### src/rtl/spi_seg_scan_ctrl_if.sv
// rtl/spi_seg_scan_ctrl_if.sv - SPI bus bundle between host and the segment/keypad controller
// Signals:
//   spi_sck   - SPI clock, mode 0 (host drives)
//   spi_mosi  - host-to-device data, MSB first
//   spi_cs_n  - chip select, active low (host drives)
//   spi_miso  - device-to-host data, MSB first (device drives)
// Modports: master = host side, slave = controller side.
interface spi_seg_scan_ctrl_if;
    logic spi_sck;
    logic spi_mosi;
    logic spi_cs_n;
    logic spi_miso;

    modport master (
        output spi_sck,
        output spi_mosi,
        output spi_cs_n,
        input  spi_miso
    );

    modport slave (
        input  spi_sck,
        input  spi_mosi,
        input  spi_cs_n,
        output spi_miso
    );
endinterface

### src/rtl/spi_seg_scan_ctrl.sv
// rtl/spi_seg_scan_ctrl.sv - SPI-slave multiplexed 7-segment display and keypad controller
// Optional feature macro: SPI_SEG_KEY_DEBOUNCE_EN (per-column key debounce counters).
// Ports:
//   clk          - system clock, at least 8x the SPI clock
//   rst_n        - asynchronous active-low reset
//   spi          - SPI slave bundle (sck, mosi, cs_n in; miso out)
//   key_col      - raw keypad columns, active high, asynchronous
//   seg_n        - segments {a,b,c,d,e,f,g}, active low
//   digit_sel_n  - digit select, walking zero
//   key_state    - conditioned key columns
// Frame: 8 bits while cs_n is low, {digit index[3:0], hex value[3:0]}; the keypad
// state is shifted out on miso during the same frame.
module spi_seg_scan_ctrl #(
    parameter int DIGITS      = 4,
    parameter int KEY_COLS    = 4,
    parameter int REFRESH_DIV = 1024,
    parameter int DEBOUNCE    = 4
) (
    input  logic                clk,
    input  logic                rst_n,
    spi_seg_scan_ctrl_if.slave  spi,
    input  logic [KEY_COLS-1:0] key_col,
    output logic [6:0]          seg_n,
    output logic [DIGITS-1:0]   digit_sel_n,
    output logic [KEY_COLS-1:0] key_state
);

    localparam int RW = $clog2(REFRESH_DIV);
    localparam int SW = (DIGITS > 1) ? $clog2(DIGITS) : 1;

    if (DIGITS < 1 || DIGITS > 16 || KEY_COLS < 1 || KEY_COLS > 8 ||
        REFRESH_DIV < 2 || DEBOUNCE < 1) begin : g_bad_params
        $error("spi_seg_scan_ctrl: parameter out of range");
    end

    // ------------------------------------------------------------------
    // Input synchronisers. The third stage of sck/cs_n is the "previous"
    // value for edge detection. cs_n resets to the asserted level so a
    // host still holding cs_n low across reset does not look like a new
    // frame start; a fresh falling edge is required.
    // ------------------------------------------------------------------
    logic [2:0] sck_ff;
    logic [2:0] cs_ff;
    logic [1:0] mosi_ff;

    always_ff @(posedge clk or negedge rst_n) begin
        if (!rst_n) begin
            sck_ff  <= '0;
            cs_ff   <= '0;
            mosi_ff <= '0;
        end else begin
            sck_ff  <= {sck_ff[1:0], spi.spi_sck};
            cs_ff   <= {cs_ff[1:0], spi.spi_cs_n};
            mosi_ff <= {mosi_ff[0], spi.spi_mosi};
        end
    end

    logic sck_rise, sck_fall, cs_fall, cs_rise, cs_low;
    assign sck_rise = sck_ff[1] & ~sck_ff[2];
    assign sck_fall = ~sck_ff[1] & sck_ff[2];
    assign cs_fall  = ~cs_ff[1] & cs_ff[2];
    assign cs_rise  = cs_ff[1] & ~cs_ff[2];
    assign cs_low   = ~cs_ff[1];

    // ------------------------------------------------------------------
    // SPI shift engine
    // ------------------------------------------------------------------
    logic [3:0] bit_cnt;
    logic [7:0] rx_sr;
    logic [7:0] tx_sr;
    logic       miso;
    logic [7:0] key_ext;

    always_comb begin
        key_ext                 = '0;
        key_ext[KEY_COLS-1:0]   = key_state;
    end

    always_ff @(posedge clk or negedge rst_n) begin
        if (!rst_n) begin
            bit_cnt <= '0;
            rx_sr   <= '0;
            tx_sr   <= '0;
            miso    <= 1'b0;
        end else if (cs_fall) begin
            bit_cnt <= '0;
            tx_sr   <= key_ext;
            miso    <= key_ext[7];
        end else if (cs_low) begin
            if (sck_rise) begin
                rx_sr <= {rx_sr[6:0], mosi_ff[1]};
                // Saturate at 9 so any overlong frame stays distinguishable from 8.
                if (bit_cnt != 4'd9) begin
                    bit_cnt <= bit_cnt + 4'd1;
                end
            end
            if (sck_fall) begin
                tx_sr <= {tx_sr[6:0], 1'b0};
                miso  <= tx_sr[6];
            end
        end
    end

    assign spi.spi_miso = miso;

    logic commit;
    assign commit = cs_rise && (bit_cnt == 4'd8) && ({1'b0, rx_sr[7:4]} < 5'(DIGITS));

    // ------------------------------------------------------------------
    // Digit registers
    // ------------------------------------------------------------------
    logic [DIGITS-1:0] dig_valid;
    logic [3:0]        dig_val [DIGITS];

    always_ff @(posedge clk or negedge rst_n) begin
        if (!rst_n) begin
            dig_valid <= '0;
            for (int i = 0; i < DIGITS; i++) begin
                dig_val[i] <= '0;
            end
        end else if (commit) begin
            for (int i = 0; i < DIGITS; i++) begin
                if (rx_sr[7:4] == 4'(i)) begin
                    dig_valid[i] <= 1'b1;
                    dig_val[i]   <= rx_sr[3:0];
                end
            end
        end
    end

    // ------------------------------------------------------------------
    // Refresh scan
    // ------------------------------------------------------------------
    logic [RW-1:0] ref_cnt;
    logic [SW-1:0] slot;
    logic          tick;

    assign tick = (ref_cnt == RW'(REFRESH_DIV - 1));

    function automatic logic [6:0] hex_font_n(input logic [3:0] v);
        case (v)
            4'h0:    hex_font_n = 7'h01;
            4'h1:    hex_font_n = 7'h4F;
            4'h2:    hex_font_n = 7'h12;
            4'h3:    hex_font_n = 7'h06;
            4'h4:    hex_font_n = 7'h4C;
            4'h5:    hex_font_n = 7'h24;
            4'h6:    hex_font_n = 7'h20;
            4'h7:    hex_font_n = 7'h0F;
            4'h8:    hex_font_n = 7'h00;
            4'h9:    hex_font_n = 7'h04;
            4'hA:    hex_font_n = 7'h08;
            4'hB:    hex_font_n = 7'h60;
            4'hC:    hex_font_n = 7'h31;
            4'hD:    hex_font_n = 7'h42;
            4'hE:    hex_font_n = 7'h30;
            default: hex_font_n = 7'h38;
        endcase
    endfunction

    logic              cur_valid;
    logic [3:0]        cur_val;
    logic [DIGITS-1:0] sel_n_next;

    always_comb begin
        cur_valid  = 1'b0;
        cur_val    = '0;
        sel_n_next = '1;
        for (int i = 0; i < DIGITS; i++) begin
            if (slot == SW'(i)) begin
                cur_valid     = dig_valid[i];
                cur_val       = dig_val[i];
                sel_n_next[i] = 1'b0;
            end
        end
    end

    // On the terminal count the outputs blank for one clk while the slot
    // advances; the following clk drives the new slot from the digit
    // registers, so a commit landing on the same edge is already visible.
    always_ff @(posedge clk or negedge rst_n) begin
        if (!rst_n) begin
            ref_cnt     <= '0;
            slot        <= '0;
            seg_n       <= 7'h7F;
            digit_sel_n <= '1;
        end else if (tick) begin
            ref_cnt     <= '0;
            slot        <= (slot == SW'(DIGITS - 1)) ? '0 : slot + 1'b1;
            seg_n       <= 7'h7F;
            digit_sel_n <= '1;
        end else begin
            ref_cnt     <= ref_cnt + 1'b1;
            seg_n       <= cur_valid ? hex_font_n(cur_val) : 7'h7F;
            digit_sel_n <= sel_n_next;
        end
    end

    // ------------------------------------------------------------------
    // Key conditioning, sampled once per refresh terminal count
    // ------------------------------------------------------------------
    logic [KEY_COLS-1:0] key_ff0;
    logic [KEY_COLS-1:0] key_ff1;

    always_ff @(posedge clk or negedge rst_n) begin
        if (!rst_n) begin
            key_ff0 <= '0;
            key_ff1 <= '0;
        end else begin
            key_ff0 <= key_col;
            key_ff1 <= key_ff0;
        end
    end

`ifdef SPI_SEG_KEY_DEBOUNCE_EN
    localparam int CW = $clog2(DEBOUNCE + 1);
    logic [CW-1:0] deb_cnt [KEY_COLS];

    // A column counts samples that disagree with its accepted state; a
    // sample matching the accepted state breaks the run and clears it.
    always_ff @(posedge clk or negedge rst_n) begin
        if (!rst_n) begin
            key_state <= '0;
            for (int c = 0; c < KEY_COLS; c++) begin
                deb_cnt[c] <= '0;
            end
        end else if (tick) begin
            for (int c = 0; c < KEY_COLS; c++) begin
                if (key_ff1[c] == key_state[c]) begin
                    deb_cnt[c] <= '0;
                end else if (deb_cnt[c] == CW'(DEBOUNCE - 1)) begin
                    key_state[c] <= key_ff1[c];
                    deb_cnt[c]   <= '0;
                end else begin
                    deb_cnt[c] <= deb_cnt[c] + 1'b1;
                end
            end
        end
    end
`else
    always_ff @(posedge clk or negedge rst_n) begin
        if (!rst_n) begin
            key_state <= '0;
        end else if (tick) begin
            key_state <= key_ff1;
        end
    end
`endif

endmodule

### src/flat_wrapper.sv
// flat-port wrapper written by rule: the top's interface ports become plain ports
module spi_seg_scan_ctrl_flat 
#(
    parameter int DIGITS      = 4,
    parameter int KEY_COLS    = 4,
    parameter int REFRESH_DIV = 1024,
    parameter int DEBOUNCE    = 4
)
  (clk, rst_n, key_col, seg_n, digit_sel_n, key_state, spi_spi_sck, spi_spi_mosi, spi_spi_cs_n, spi_spi_miso);
  spi_seg_scan_ctrl_if spi_i ();
  input  logic clk;
  input  logic rst_n;
  input  logic [KEY_COLS-1:0] key_col;
  output logic [6:0] seg_n;
  output logic [DIGITS-1:0] digit_sel_n;
  output logic [KEY_COLS-1:0] key_state;
  input wire logic [$bits(spi_i.spi_sck)-1:0] spi_spi_sck;
  input wire logic [$bits(spi_i.spi_mosi)-1:0] spi_spi_mosi;
  input wire logic [$bits(spi_i.spi_cs_n)-1:0] spi_spi_cs_n;
  output wire logic [$bits(spi_i.spi_miso)-1:0] spi_spi_miso;
  assign spi_i.spi_sck = spi_spi_sck;
  assign spi_i.spi_mosi = spi_spi_mosi;
  assign spi_i.spi_cs_n = spi_spi_cs_n;
  assign spi_spi_miso = spi_i.spi_miso;
  spi_seg_scan_ctrl #(.DIGITS(DIGITS), .KEY_COLS(KEY_COLS), .REFRESH_DIV(REFRESH_DIV), .DEBOUNCE(DEBOUNCE)) u_core (.clk(clk), .rst_n(rst_n), .spi(spi_i), .key_col(key_col), .seg_n(seg_n), .digit_sel_n(digit_sel_n), .key_state(key_state));
endmodule
### config.mk
export PLATFORM = sky130hd
export DESIGN_NAME = spi_seg_scan_ctrl_flat
export DESIGN_NICKNAME = d
export VERILOG_FILES = /design/src/rtl/spi_seg_scan_ctrl_if.sv /design/src/rtl/spi_seg_scan_ctrl.sv /design/src/flat_wrapper.sv
export SDC_FILE = /design/constraint.sdc
export NUM_CORES = 1
export LEC_CHECK = 0
export ABC_AREA = 1
export CAP_MARGIN = 20
export CORE_ASPECT_RATIO = 0.5
export CORE_MARGIN = 3
export CORE_UTILIZATION = 35
export CTS_CLUSTER_SIZE = 30
export DETAILED_ROUTE_END_ITERATION = 6
export PLACE_DENSITY_LB_ADDON = 0.15
export REMOVE_ABC_BUFFERS = 1
export SLEW_MARGIN = 20
export SYNTH_ARGS = -nofsm -noshare
export SYNTH_HDL_FRONTEND = slang
export SYNTH_SLANG_ARGS = --single-unit
### constraint.sdc
create_clock -name clk -period 2.8 [get_ports clk]
set_clock_uncertainty 0.2 [all_clocks]
set_input_delay 0.56 -clock clk [delete_from_list [all_inputs] [get_ports clk]]
set_output_delay 0.56 -clock clk [all_outputs]
set_load 0.01 [all_outputs]
=== Word-level counts from Yosys, hierarchy flattened ===
Memory sizes are Yosys's and may differ from the RTL's.
Cells that the tools add are included.

* $add $sub $neg: 3
* Magnitude comparators: 1
* Equality and inequality tests: 10
* Mux-type cells: 27
* Bitwise operators: 9
* Reduce and logical (&&, ||, !) cells: 14

{| class="wikitable"
|+ Operators with widths
! operator !! count
|-
| $mux 4 || 9
|-
| $mux 7 || 5
|-
| $mux 1 || 11
|-
| $add 10x1->10 const B || 1
|-
| $eq 10x10->1 const B || 1
|-
| $mux 10 || 1
|-
| $reduce_and 2->1 || 5
|-
| $eq 4x2->1 const B || 2
|-
| $reduce_and 3->1 || 2
|-
| $reduce_bool 2->1 || 3
|-
| $not 1->1 || 5
|-
| $add 4x1->4 const B || 1
|-
| $and 1x1->1 || 4
|-
| $eq 2x2->1 const B || 2
|-
| $eq 4x1->1 const B || 1
|-
| $eq 4x4->1 const B || 1
|-
| $logic_not 4->1 || 1
|-
| $lt 4x3->1 const B || 1
|-
| $ne 4x4->1 const B || 1
|-
| $add 2x1->2 const B || 1
|-
| $eq 2x1->1 const B || 1
|-
| $logic_and 1x1->1 || 2
|-
| $logic_not 2->1 || 1
|-
| $mux 2 || 1
|-
| $ne 2x2->1 const B || 1
|}

* Register bits after elaboration: 83
* ROM bits: 112
* Input port bits: 9
* Output and inout port bits: 16
* Logic and storage cells: 87
* Memories kept: 1

{| class="wikitable"
|+ Memory list
! name !! words !! width !! rd ports !! clocked after memory_dff !! write ports !! RTL line !! RTL
|-
| (name not given) || 16 || 7 || 1 || 0 || 0 || spi_seg_scan_ctrl.sv:141 || <nowiki>case (v)</nowiki>
|}

=== Longest topological paths before layout ===
An unclocked memory read counts as a cell.

* Depth after elaboration: 8
* Depth in mapped cells: 14

=== Least setup slack after synthesis ===
OpenSTA, ideal clock, no wires.

* Path type: register to register
* From: register u_core.slot[0]
* To: register u_core.seg_n[3]
* Data arrival time: 1.708 ns
* Data required time: 2.505 ns
* Path slack: 0.797 ns
* Stages on the path, launching flop included: 14
* Buffers on the path: 0
* Cell sequence: dfrtp_1 inv_1 ha_1 inv_1 nor2_1 nor2_1 nand2_1 nand2_1 inv_1 ha_1 inv_1 a21oi_1 nand2_1 nand3_1

* Longest elaborated chain between the ends: 8
* Elaborated cells between the ends (all ways): 15
* Those cells by class: 3 x eq/ne; 10 x mux; 1 x reduce/logical; 1 x memory

{| class="wikitable"
|+ Ends and longest elaborated chain
! element !! RTL line !! RTL
|-
| from (decl) || spi_seg_scan_ctrl.sv:135 || <nowiki>logic [SW-1:0] slot;</nowiki>
|-
| from (signal assigned) || spi_seg_scan_ctrl.sv:189 || <nowiki>slot <= (slot == SW'(DIGITS - 1)) ? '0 : slot + 1'b1;</nowiki>
|-
| $logic_not 2->1 || spi_seg_scan_ctrl.sv:170 || <nowiki>if (slot == SW'(i)) begin</nowiki>
|-
| $mux 4 (4 in series) || spi_seg_scan_ctrl.sv:170 ||
|-
| $mem_v2 16x7 || -- ||
|-
| $mux 7 * || spi_seg_scan_ctrl.sv:194 || <nowiki>seg_n <= cur_valid ? hex_font_n(cur_val) : 7'h7F;</nowiki>
|-
| $mux 7 * || spi_seg_scan_ctrl.sv:187 || <nowiki>end else if (tick) begin</nowiki>
|-
| to (signal assigned) || spi_seg_scan_ctrl.sv:194 ||
|-
| to (decl) || spi_seg_scan_ctrl.sv:23 || <nowiki>output logic [6:0] seg_n,</nowiki>
|}

Every way passes the cells marked *; elsewhere a longest branch is shown, timed or not.
A chain may end at the register's enable or synchronous reset.

=== Worst setup path in the final report ===
Ends and elaborated chain as after synthesis.

==> impl_results.md <==
* Status: complete, but fails checks
* Failing checks: hold timing
* Multi-input gate area at 1207 sq um
* GP Congestion at 0.9077
* Drt via density at 4.560
* Stages on worst setup path at 13
* Via count at 2,467
* Synth unique cells at 27
* Gate Count Post-Synth at 368
* Max cap viols at 0
* CTS Root Buffer Type: clkbuf_16
* Worst R2R Path Depth at 13
* Core area at 9572 sq um
* Design area at 4204 sq um
* Iteration-0 DRC Markers at 175
* Most common cell type on the critical path: inv_1
* Fraction of layout cells with a size suffix above 1 at 9.113%
* GRT Overall Usage at 13.12%
* Synth Flop Type: dfrtp_1
* CTS-repair resized insts at 0
* Critical path origin: u_core.slot[0]
* Clock-pin slew on the worst setup and hold paths at 60 ps
* Slowest CP cell: dfrtp_1
* Wirelength per Cell at 12.32 microns
* Antenna-violating nets left at 0
* Vias in the first global route at 2,506
* Placed wire-length estimate at 4720 microns
* Die area at 11,260 sq um
* CTS Buffer Depth at 2
* Fmax at 0.4424 GHz
* Largest net degree at the start of global routing at 42
* Share of the synthesized area in the top cell type at 51.72%
* Hold buffer count at cts at 0
* Worst-path fanout max at 6
* Total grt overflow at 0
* Initial antenna violation count at 0
* Placement Setup Slack at 558.3 ps
* Worst EP arrival at 2300 ps
* Post-route setup TNS at 0 ps
* YS warnings at 0
* Yosys reg bits at 83
* EDFF count, synth at 0
* # fillers at 946
* Max Slew Vio Count at 0
* Post-synthesis sequential area ratio at 60.02%
* First-pass GRT wire length at 11,850 microns
* PwrDens at 636.6 nW/um^2
* DRT Wirelength at 6664 microns
* Total power draw at 0.002676 W
* Synth top area cells: dfrtp_1, nand2_1, dfstp_2
* Ys async rst share at 100.0%
* Reg area at 2091 sq um
* Worst r2r src: u_core.slot[0]
* Max-Slew Margin vs Limit at 65.61%
* Worst setup EP type: flip-flop
* CP Class: reg2reg
* Max IR drop VDD at 300.2 uV
* Number of setup buffers added after CTS at 0
* Hold Path Class: in2async
* Area leader, netlist: dfrtp_1
* Post-Syn Area per Cell at 9.466 sq um
* Worst Tran Pin Value at 515.8 ps
* Area grow syn2layout at 20.69%
* Fin crit period at 2260 ps
* Die Wd at 147.1 microns
* Crit path buffers/inverters at 4
* CTS tree: done
* Final worst path period share at 80.72%
* Static Leakage at 1.954 nW
* Port Buf Inserts at 24
* Clk Latency, worst-skew pair at 340 ps
* Placed Instance Area at 3889 sq um
* CP required at 2840 ps
* Starting density of the core at 36.39%
* IO Count at 25
* Antenna cells at 0
* Worst Setup Start Kind: flip-flop
* Post-route worst setup slack at 539.7 ps
* Kind of cell adding the most delay to the critical path: adder cells
* Clock sink total at 83
* Crit-path cells: inv_1 > ha_1 > inv_1 > nor2_1 > nor2_1 > nand2_1 > nand2_1 > inv_1 > ha_1 > inv_1 > a21oi_1 > nand2_1 > nand3_1
* Drt drc at 0
* Unrepaired setup endpoints after global routing: no
* Drt first pass iters at 4
* Hold slack at -9.425 ps
* H-tree depth at 3
* Cell area after synthesis at 3483 sq um
* DIE HEIGHT at 76.54 microns
* Core Rows at 25
* Final Setup Violations at 0
* Final hold vios at 6
* Nets at 423
* Total CTS buffers at 9
* Crit path largest cell delay at 380 ps
[placed cells by master (no fill, tap or decap)]
master / count
nand2_1: 98
dfrtp_1: 72
inv_1: 43
nand3_1: 32
o21ai_0: 31
nor2_1: 26
clkdlybuf4s50_1: 23
a21oi_1: 13
ha_1: 12
dfstp_2: 11
clkbuf_16: 9
nor3_1: 5
xor2_1: 4
buf_4: 4
a31oi_1: 3
nor2_4: 2
or2_2: 2
bufinv_16: 2
o211ai_1: 1
a21oi_4: 1
a21oi_2: 1
xnor2_1: 1
nand4_1: 1
o31ai_1: 1
nor4_4: 1
nor3b_1: 1
a211oi_1: 1
o22ai_1: 1
clkinv_2: 1
clkinv_4: 1
clkinvlp_4: 1
inv_6: 1
[cells by family after synthesis]
| family | Yosys count | share of synthesized area, % |
|---|---|---|
| adders and majority gates | 12 | 4.310 |
| DFF | 83 | 60.02 |
| AOI/OAI and AO/OA | 53 | 8.406 |
| buffers and inverters | 47 | 5.316 |
| xor gates and xnor gates | 5 | 1.257 |
| and+or+nand+nor | 168 | 20.69 |
[cells in the mapped netlist, types with 3 or more instances]
cell      n
o21ai_0  31
inv_1    43
ha_1     12
nand2_1  98
nand3_1  32
a31oi_1   3
dfstp_2  11
nor2_1   26
dfrtp_1  72
nor3_1    5
xor2_1    4
a21oi_1  13
[state kept, by name, summed over array words and instances, names as in the netlist, 4 cells and up]
register	flops
u_core.dig_val	16
u_core.ref_cnt	10
u_core.rx_sr	8
u_core.seg_n	7
u_core.tx_sr	7
u_core.bit_cnt	4
u_core.dig_valid	4
u_core.digit_sel_n	4
u_core.key_ff0	4
u_core.key_ff1	4
u_core.key_state	4
[metal layers]
layer | track usage, % | up-vias | part of all wire, %
met5 | 0 | - | 0
li1 | - | 1247 | -
met3 | 4.991 | 12 | 4.7
met2 | 19.77 | 50 | 43
met4 | 4.926 | 0 | 1.7
met1 | 17.25 | 1158 | 50
[worst reg2reg max path: cells and delay by family, from the launching register on]
kind                       cells  cell delay (ps)
adders and majority gates      2              590
and+or+nand+nor                6              480
DFF                            1              380
buffers and inverters          4              460
AOI/OAI and AO/OA              1               60
[path summary, 6_finish.rpt]
path | endpoint | slack, ps
min in group clk | u_core.key_ff1[0] | 150
hold / removal | u_core.dig_val[6] | -9
setup / recovery | u_core.seg_n[3] | 540
setup reg to reg | u_core.seg_n[3] | 540
max in group asynchronous | u_core.cs_ff[0] | 1670
hold reg to reg | u_core.key_ff1[0] | 150
[final cells by class]
| class | instances | share of cell area (%) |
|---|---|---|
| sequential | 83 | 49.73 |
| multi-input combinational | 238 | 28.72 |
| timing repair buffer | 27 | 6.190 |
| clock buffer | 9 | 5.357 |
| tap | 135 | 4.018 |
| inverter | 43 | 3.839 |
| clock inverter | 6 | 2.143 |
[per-stage QoR]
stage	instances	utilization, %
finish	541	43.92
global route	541	43.92
CTS	541	43.92
detailed placement	526	40.63
global placement	526	40.63
floorplan	364	-
[power breakdown]
part | internal, W | total, W | switching (W)
clock network | 0.000778 | 0.00125 | 0.000467
logic | 0.0000497 | 0.000144 | 0.0000946
registers | 0.00126 | 0.00129 | 0.0000315
total | 0.00208 | 0.00268 | 0.000593
Note: power is estimated with default switching activity, not from simulation.
